$ cat config.mk
export PLATFORM = sky130hd
export DESIGN_NAME = fp32_serial_subtractor_flat
export DESIGN_NICKNAME = d
export VERILOG_FILES = /design/src/rtl/fp32_serial_subtractor_if.sv /design/src/rtl/fp32_serial_subtractor.sv /design/src/flat_wrapper.sv
export SDC_FILE = /design/constraint.sdc
export NUM_CORES = 1
export LEC_CHECK = 0
export BUFFER_PORTS_ARGS = -buffer_cell sky130_fd_sc_hd__buf_4
export CAP_MARGIN = 5
export CORE_MARGIN = 1.5
export CORE_UTILIZATION = 60
export CTS_BUF_LIST = sky130_fd_sc_hd__clkbuf_8
export DETAILED_ROUTE_END_ITERATION = 6
export GPL_TIMING_DRIVEN = 0
export PLACE_DENSITY = 0.81
export SYNTH_ARGS = -nofsm -noshare
export SYNTH_HDL_FRONTEND = slang
export SYNTH_SLANG_ARGS = --single-unit
$ cat constraint.sdc
create_clock -name CLK -period 9.5 [get_ports CLK]
set_clock_uncertainty 0.1 [all_clocks]
set_input_delay 0.475 -clock CLK [delete_from_list [all_inputs] [get_ports CLK]]
set_output_delay 0.475 -clock CLK [all_outputs]
set_load 0.02 [all_outputs]
$ cat src/rtl/fp32_serial_subtractor_if.sv
// fp32_serial_subtractor_if: operand/result valid-ready streams of the serial FP32 subtractor
interface fp32_serial_subtractor_if;
    logic        in_valid;
    logic        in_ready;
    logic [31:0] A;
    logic [31:0] B;
    logic        out_valid;
    logic        out_ready;
    logic [31:0] O;
    modport master (output in_valid, A, B, out_ready, input in_ready, out_valid, O);
    modport slave (input in_valid, A, B, out_ready, output in_ready, out_valid, O);
endinterface

$ cat src/rtl/fp32_serial_subtractor.sv
// fp32_serial_subtractor: multi-cycle FP32 O = A - B with bit-serial alignment and normalisation
module fp32_serial_subtractor (
    input logic CLK,
    input logic rst,
    fp32_serial_subtractor_if.slave bus
);
    typedef enum logic [2:0] {IDLE, ALIGN, ADDSUB, NORM, DONE} state_t;
    state_t      r_state;
    logic        r_sl;
    logic        r_ss;
    logic [7:0]  r_exp;
    logic [23:0] r_ml;
    logic [23:0] r_ms;
    logic [4:0]  r_cnt;
    logic [24:0] r_m;
    logic [31:0] r_o;
    logic        r_out_valid;
    logic [31:0] w_bn;
    logic        w_a_nan, w_b_nan, w_a_zero, w_b_zero, w_a_inf, w_b_inf, w_special;
    logic [31:0] w_spec_o;
    logic [7:0]  w_ea, w_eb, w_el, w_es, w_diff;
    logic [23:0] w_ma, w_mb;
    logic        w_a_ge;
    logic [4:0]  w_k;
    logic        w_norm_done;
    logic [31:0] w_pack;
    assign w_bn     = {~bus.B[31], bus.B[30:0]};
    assign w_a_nan  = (&bus.A[30:23]) && (|bus.A[22:0]);
    assign w_b_nan  = (&bus.B[30:23]) && (|bus.B[22:0]);
    assign w_a_inf  = (&bus.A[30:23]) && !(|bus.A[22:0]);
    assign w_b_inf  = (&bus.B[30:23]) && !(|bus.B[22:0]);
    assign w_a_zero = !(|bus.A[30:0]);
    assign w_b_zero = !(|bus.B[30:0]);
    assign w_special = w_a_nan || w_b_nan || w_a_zero || w_b_zero || w_a_inf || w_b_inf;
    // First match wins; B' is B with its sign flipped
    assign w_spec_o = (w_a_nan || w_b_zero) ? bus.A :
                      (w_b_nan || w_a_zero) ? w_bn :
                      (w_a_inf && w_b_inf && (bus.A[31] != w_bn[31])) ? 32'h7FC0_0000 :
                      w_a_inf ? bus.A : w_bn;
    assign w_ea   = (bus.A[30:23] == 8'd0) ? 8'd1 : bus.A[30:23];
    assign w_eb   = (bus.B[30:23] == 8'd0) ? 8'd1 : bus.B[30:23];
    assign w_ma   = {|bus.A[30:23], bus.A[22:0]};
    assign w_mb   = {|bus.B[30:23], bus.B[22:0]};
    assign w_a_ge = {w_ea, w_ma} >= {w_eb, w_mb};
    assign w_el   = w_a_ge ? w_ea : w_eb;
    assign w_es   = w_a_ge ? w_eb : w_ea;
    assign w_diff = w_el - w_es;
    assign w_k    = (w_diff > 8'd25) ? 5'd25 : w_diff[4:0];
    assign w_norm_done = !r_m[24] && (r_m[23] || (r_exp == 8'd1) || (r_m == 25'd0));
    assign w_pack = (r_m == 25'd0) ? 32'h0000_0000 :
                    (r_exp == 8'hFF) ? {r_sl, 8'hFF, 23'd0} :
                    !r_m[23] ? {r_sl, 8'd0, r_m[22:0]} : {r_sl, r_exp, r_m[22:0]};
    assign bus.in_ready  = (r_state == IDLE) && !rst;
    assign bus.out_valid = r_out_valid;
    assign bus.O         = r_o;
    always_ff @(posedge CLK or posedge rst) begin
        if (rst) begin
            r_state     <= IDLE;
            r_sl        <= 1'b0;
            r_ss        <= 1'b0;
            r_exp       <= 8'd0;
            r_ml        <= 24'd0;
            r_ms        <= 24'd0;
            r_cnt       <= 5'd0;
            r_m         <= 25'd0;
            r_o         <= 32'd0;
            r_out_valid <= 1'b0;
        end else begin
            case (r_state)
                IDLE: if (bus.in_valid) begin
                    if (w_special) begin
                        r_o         <= w_spec_o;
                        r_out_valid <= 1'b1;
                        r_state     <= DONE;
                    end else begin
                        r_sl    <= w_a_ge ? bus.A[31] : w_bn[31];
                        r_ss    <= w_a_ge ? w_bn[31] : bus.A[31];
                        r_exp   <= w_el;
                        r_ml    <= w_a_ge ? w_ma : w_mb;
                        r_ms    <= w_a_ge ? w_mb : w_ma;
                        r_cnt   <= w_k;
                        r_state <= ALIGN;
                    end
                end
                ALIGN: if (r_cnt == 5'd0) begin
                    r_state <= ADDSUB;
                end else begin
                    r_ms  <= r_ms >> 1;
                    r_cnt <= r_cnt - 5'd1;
                end
                ADDSUB: begin
                    r_m     <= (r_sl == r_ss) ? {1'b0, r_ml} + {1'b0, r_ms} : {1'b0, r_ml} - {1'b0, r_ms};
                    r_state <= NORM;
                end
                NORM: if (r_m[24]) begin
                    r_m   <= r_m >> 1;
                    r_exp <= r_exp + 8'd1;
                end else if (w_norm_done) begin
                    r_o         <= w_pack;
                    r_out_valid <= 1'b1;
                    r_state     <= DONE;
                end else begin
                    r_m   <= r_m << 1;
                    r_exp <= r_exp - 8'd1;
                end
                DONE: if (bus.out_ready) begin
                    r_out_valid <= 1'b0;
                    r_state     <= IDLE;
                end
                default: r_state <= IDLE;
            endcase
        end
    end
endmodule

$ cat src/flat_wrapper.sv
// flat-port wrapper written by rule: the top's interface ports become plain ports
module fp32_serial_subtractor_flat 
  (CLK, rst, bus_in_valid, bus_A, bus_B, bus_out_ready, bus_in_ready, bus_out_valid, bus_O);
  fp32_serial_subtractor_if bus_i ();
  input logic CLK;
  input logic rst;
  input wire logic [$bits(bus_i.in_valid)-1:0] bus_in_valid;
  input wire logic [$bits(bus_i.A)-1:0] bus_A;
  input wire logic [$bits(bus_i.B)-1:0] bus_B;
  input wire logic [$bits(bus_i.out_ready)-1:0] bus_out_ready;
  output wire logic [$bits(bus_i.in_ready)-1:0] bus_in_ready;
  output wire logic [$bits(bus_i.out_valid)-1:0] bus_out_valid;
  output wire logic [$bits(bus_i.O)-1:0] bus_O;
  assign bus_i.in_valid = bus_in_valid;
  assign bus_i.A = bus_A;
  assign bus_i.B = bus_B;
  assign bus_i.out_ready = bus_out_ready;
  assign bus_in_ready = bus_i.in_ready;
  assign bus_out_valid = bus_i.out_valid;
  assign bus_O = bus_i.O;
  fp32_serial_subtractor u_core (.CLK(CLK), .rst(rst), .bus(bus_i));
endmodule
==> results.toml <==
[clock_network]
numCtsBuffers = 17
cts_tree = "yes"
cts_setup_buffers = 0
cts_buffer_depth = 2
clock-sinks = 124
cts-root-buf = "clkbuf_8"
cts_resized = 0
clk_pin_slew_ns = 0.08
hold_buffers = 1
clk_latency_ns = 0.47
htreeDepth = 4

[logic_synthesis]
synth_fp_nets = 1479
muxShareOfSynthArea = 0.0240
synthesis.area_sq_um = 10200
synth-seq-area-share = 0.304
synth_cells = 1348
synth_compound_area_frac = 0.284
ys_ff_latch = 124
ys_async_sr_fraction = 1.00
yosys_most_used_dff = "dfrtp_1"
synth_top_family_by_area = "compound AO/OA/AOI/OAI gates"
synth_edf_count = 0
synth_xor_area_frac = 0.0403
synth-simple-area-share = 0.217
yosys_warnings = 0
avgSynthCellArea_sq_um = 7.58
synthDistinctLibCells = 72
synth_fa_ha_area_frac = 0.0779

[critical_path]
cp_slowest_cell = "o41ai_1"
reg2reg_depth = 17
r2r_start = "u_core.r_ms[3]"
required_ns = 9.73
cp-end-kind = "flop"
cp.arrival_ns = 5.18
path_cells = "nor3_1 -> nand3b_1 -> or3_1 -> or4_1 -> o21ai_0 -> xnor2_1 -> ha_1 -> and2_1 -> nand2_1 -> a211o_1 -> o2bb2ai_1 -> o41ai_1 -> o21ai_0 -> o41a_1 -> a21oi_1 -> xor2_1 -> o221ai_1"
r2r-end = "u_core.r_m[22]"
critPathKind = "reg2reg"
crit_top_cell = "o21ai_0"
ff2ff_setup_slack_ns = 4.55
start_kind = "flop"
crit_fanout = 5
max_stage_delay_ns = 0.58

[finish]
syn2layout_area_growth_pct = 14.3
n_antenna_cell = 0
nNetsFinal = 1598
drive_gt1_frac = 0.102

[routing]
drt-total-wl_um = 33400
vias = 10900
ant_nets = 0
first_pass_iters = 6
route.detailed.drc = 0
wl_per_cell_um = 19.6
vias_per_cell = 6.42
drt_iter0_markers = 1400

[die]
io_pins = 102
dieArea_sq_um = 17800
fp.dieW_um = 133
fp.coreArea_sq_um = 16600
rows = 47
start_util = 0.616
die_h_um = 133

[place]
gp_congestion = 0.965
numPortBuffers = 97
hpwl_um = 25700

[timing]
fin_crit_sh = 0.521
fmax_mhz = 202
slew_violations = 0
tightest_slew_ns = 1.04
setup_violations = 0
relSlewSlack = 0.307
tns_ns = 0
hold_viol = 0
fin_crit_ns = 4.95
holdWs_ns = 0.106
rsz0062_at_grt = "false"

[global_routing]
antenna_found_initial = 0
gr-total-overflow = 0
grt_max_degree = 82
grt_pass1_wl_um = 52900
grt_pass1_vias = 9927
track_usage = 0.381

[min_path]
min_from = "bus_out_ready"
hold_depth = 2
hold_path_end = "u_core.bus.out_valid"
min_path_type = "in2reg"

[status]
status = "finished clean"

[power]
p_leak_nw = 5.01
powerDensity_nw_per_um2 = 434
irDropWorstVdd_uv = 206

[flow_run]
drv_cap = 0
-- routing by layer --
layer | wire (um) | global-route usage
met5 | 0 | 0
met4 | 1020 | 0.147
met3 | 3470 | 0.0704
met2 | 14300 | 0.569
met1 | 14600 | 0.550
-- state kept, by name, indices dropped and copies added (netlist names) --
register / cells
u_core.r_sl: 1
u_core.r_m: 25
u_core.r_exp: 8
u_core.r_ml: 24
u_core.bus.O: 32
u_core.r_ms: 24
u_core.r_state: 3
u_core.r_cnt: 5
u_core.r_ss: 1
u_core.bus.out_valid: 1
-- synthesized netlist by cell type, types with 4 or more instances --
master | instances | area, sq um
o21a_1 | 25 | 188
o22a_1 | 9 | 78.8
a211oi_1 | 8 | 60.1
nor3_1 | 19 | 95.1
xnor2_1 | 28 | 245
nand3b_1 | 6 | 45.0
o221ai_1 | 20 | 175
buf_2 | 5 | 25.0
ha_1 | 62 | 776
dfrtp_1 | 124 | 3100
and3_1 | 9 | 56.3
o211ai_1 | 15 | 113
o21ai_1 | 4 | 20.0
nand2b_1 | 11 | 68.8
o31ai_1 | 5 | 37.5
inv_1 | 56 | 210
or3_1 | 10 | 62.6
nor4_1 | 27 | 169
a211o_1 | 4 | 35.0
nor2b_1 | 9 | 56.3
a21o_1 | 11 | 82.6
a21oi_1 | 175 | 876
and2_1 | 5 | 31.3
nor3b_1 | 6 | 45.0
nor2_1 | 150 | 563
nand4_1 | 12 | 75.1
clkbuf_1 | 77 | 289
a22oi_1 | 28 | 210
nand2_1 | 191 | 717
o21ai_0 | 77 | 385
a31oi_1 | 38 | 238
mux2i_1 | 20 | 200
xor2_1 | 19 | 166
nand3_1 | 20 | 100
-- power by group --
part / total, mW / internal, mW / switching (mW)
Clock: 0.497 / 0.259 / 0.238
Combinational: 3.49 / 1.46 / 2.03
Sequential: 1.08 / 0.801 / 0.283
Total: 5.07 / 2.51 / 2.56
-- critical path, delay by kind of cell (launching register included) --
kind | cells | cell delay [ns]
flops | 1 | 0.48
compound gates | 8 | 1.99
simple gates | 6 | 1.59
fa+ha+maj | 1 | 0.30
xor+xnor | 2 | 0.32
-- final cells by class --
type	count	area, sq um
plain buffers	86	337
clock buffers	17	234
clock inverters	15	174
fillers	1435	4910
inverters	56	215
multi-input cells	1082	6570
flip-flops and latches	124	3100
well taps	220	275
repair buffers	100	771
-- cells by family after synthesis --
family / count (synthesis)
AO/OA/AOI/OAI: 461
XOR/XNOR: 47
adder cells (fa/ha/maj): 63
buffers and inverters: 142
flip-flops: 124
multiplexers: 23
AND/OR/NAND/NOR: 488
-- how the worst max path moves through the flow --
stage              startpoint             end  slack, ns  depth (start not counted)
4_1_cts        u_core.r_ms[3]  u_core.r_m[24]       4.60                         17
5_1_grt        u_core.r_ms[3]  u_core.r_m[22]       4.07                         17
2_1_floorplan  u_core.r_ms[4]  u_core.r_m[24]       5.23                         17
6_report       u_core.r_ms[3]  u_core.r_m[22]       4.55                         17
3_5_place_dp   u_core.r_ms[3]  u_core.r_m[24]       4.64                         17
3_3_place_gp              rst  u_core.r_ms[3]       4.10                          2
-- placed cells by master, fill, tap and decap left out, types with 15 or more instances in the layout --
master      n
a21oi_1   175
a22oi_1    28
a31oi_1    38
buf_4      97
clkbuf_1   77
clkbuf_8   17
dfrtp_1   124
ha_1       62
inv_1      57
mux2i_1    20
nand2_1   191
nand3_1    20
nor2_1    150
nor3_1     19
nor4_1     27
o211ai_1   15
o21a_1     25
o21ai_0    77
o221ai_1   20
xnor2_1    28
xor2_1     19
-- through the flow --
stage | util | std cells | total power, mW | cell area, sq um | worst slack (ns)
2_1_floorplan | - | 1348 | 3.63 | 10200 | 5.23
3_3_place_gp | 0.676 | 1665 | 4.41 | 11200 | 4.10
3_5_place_dp | 0.678 | 1666 | 4.49 | 11300 | 4.64
4_1_cts | 0.704 | 1699 | 4.99 | 11700 | 4.60
5_1_grt | 0.704 | 1700 | 5.50 | 11700 | 4.07
6_report | 0.704 | 1700 | 5.07 | 11700 | 4.55
Power figures use the tool's default switching activity.
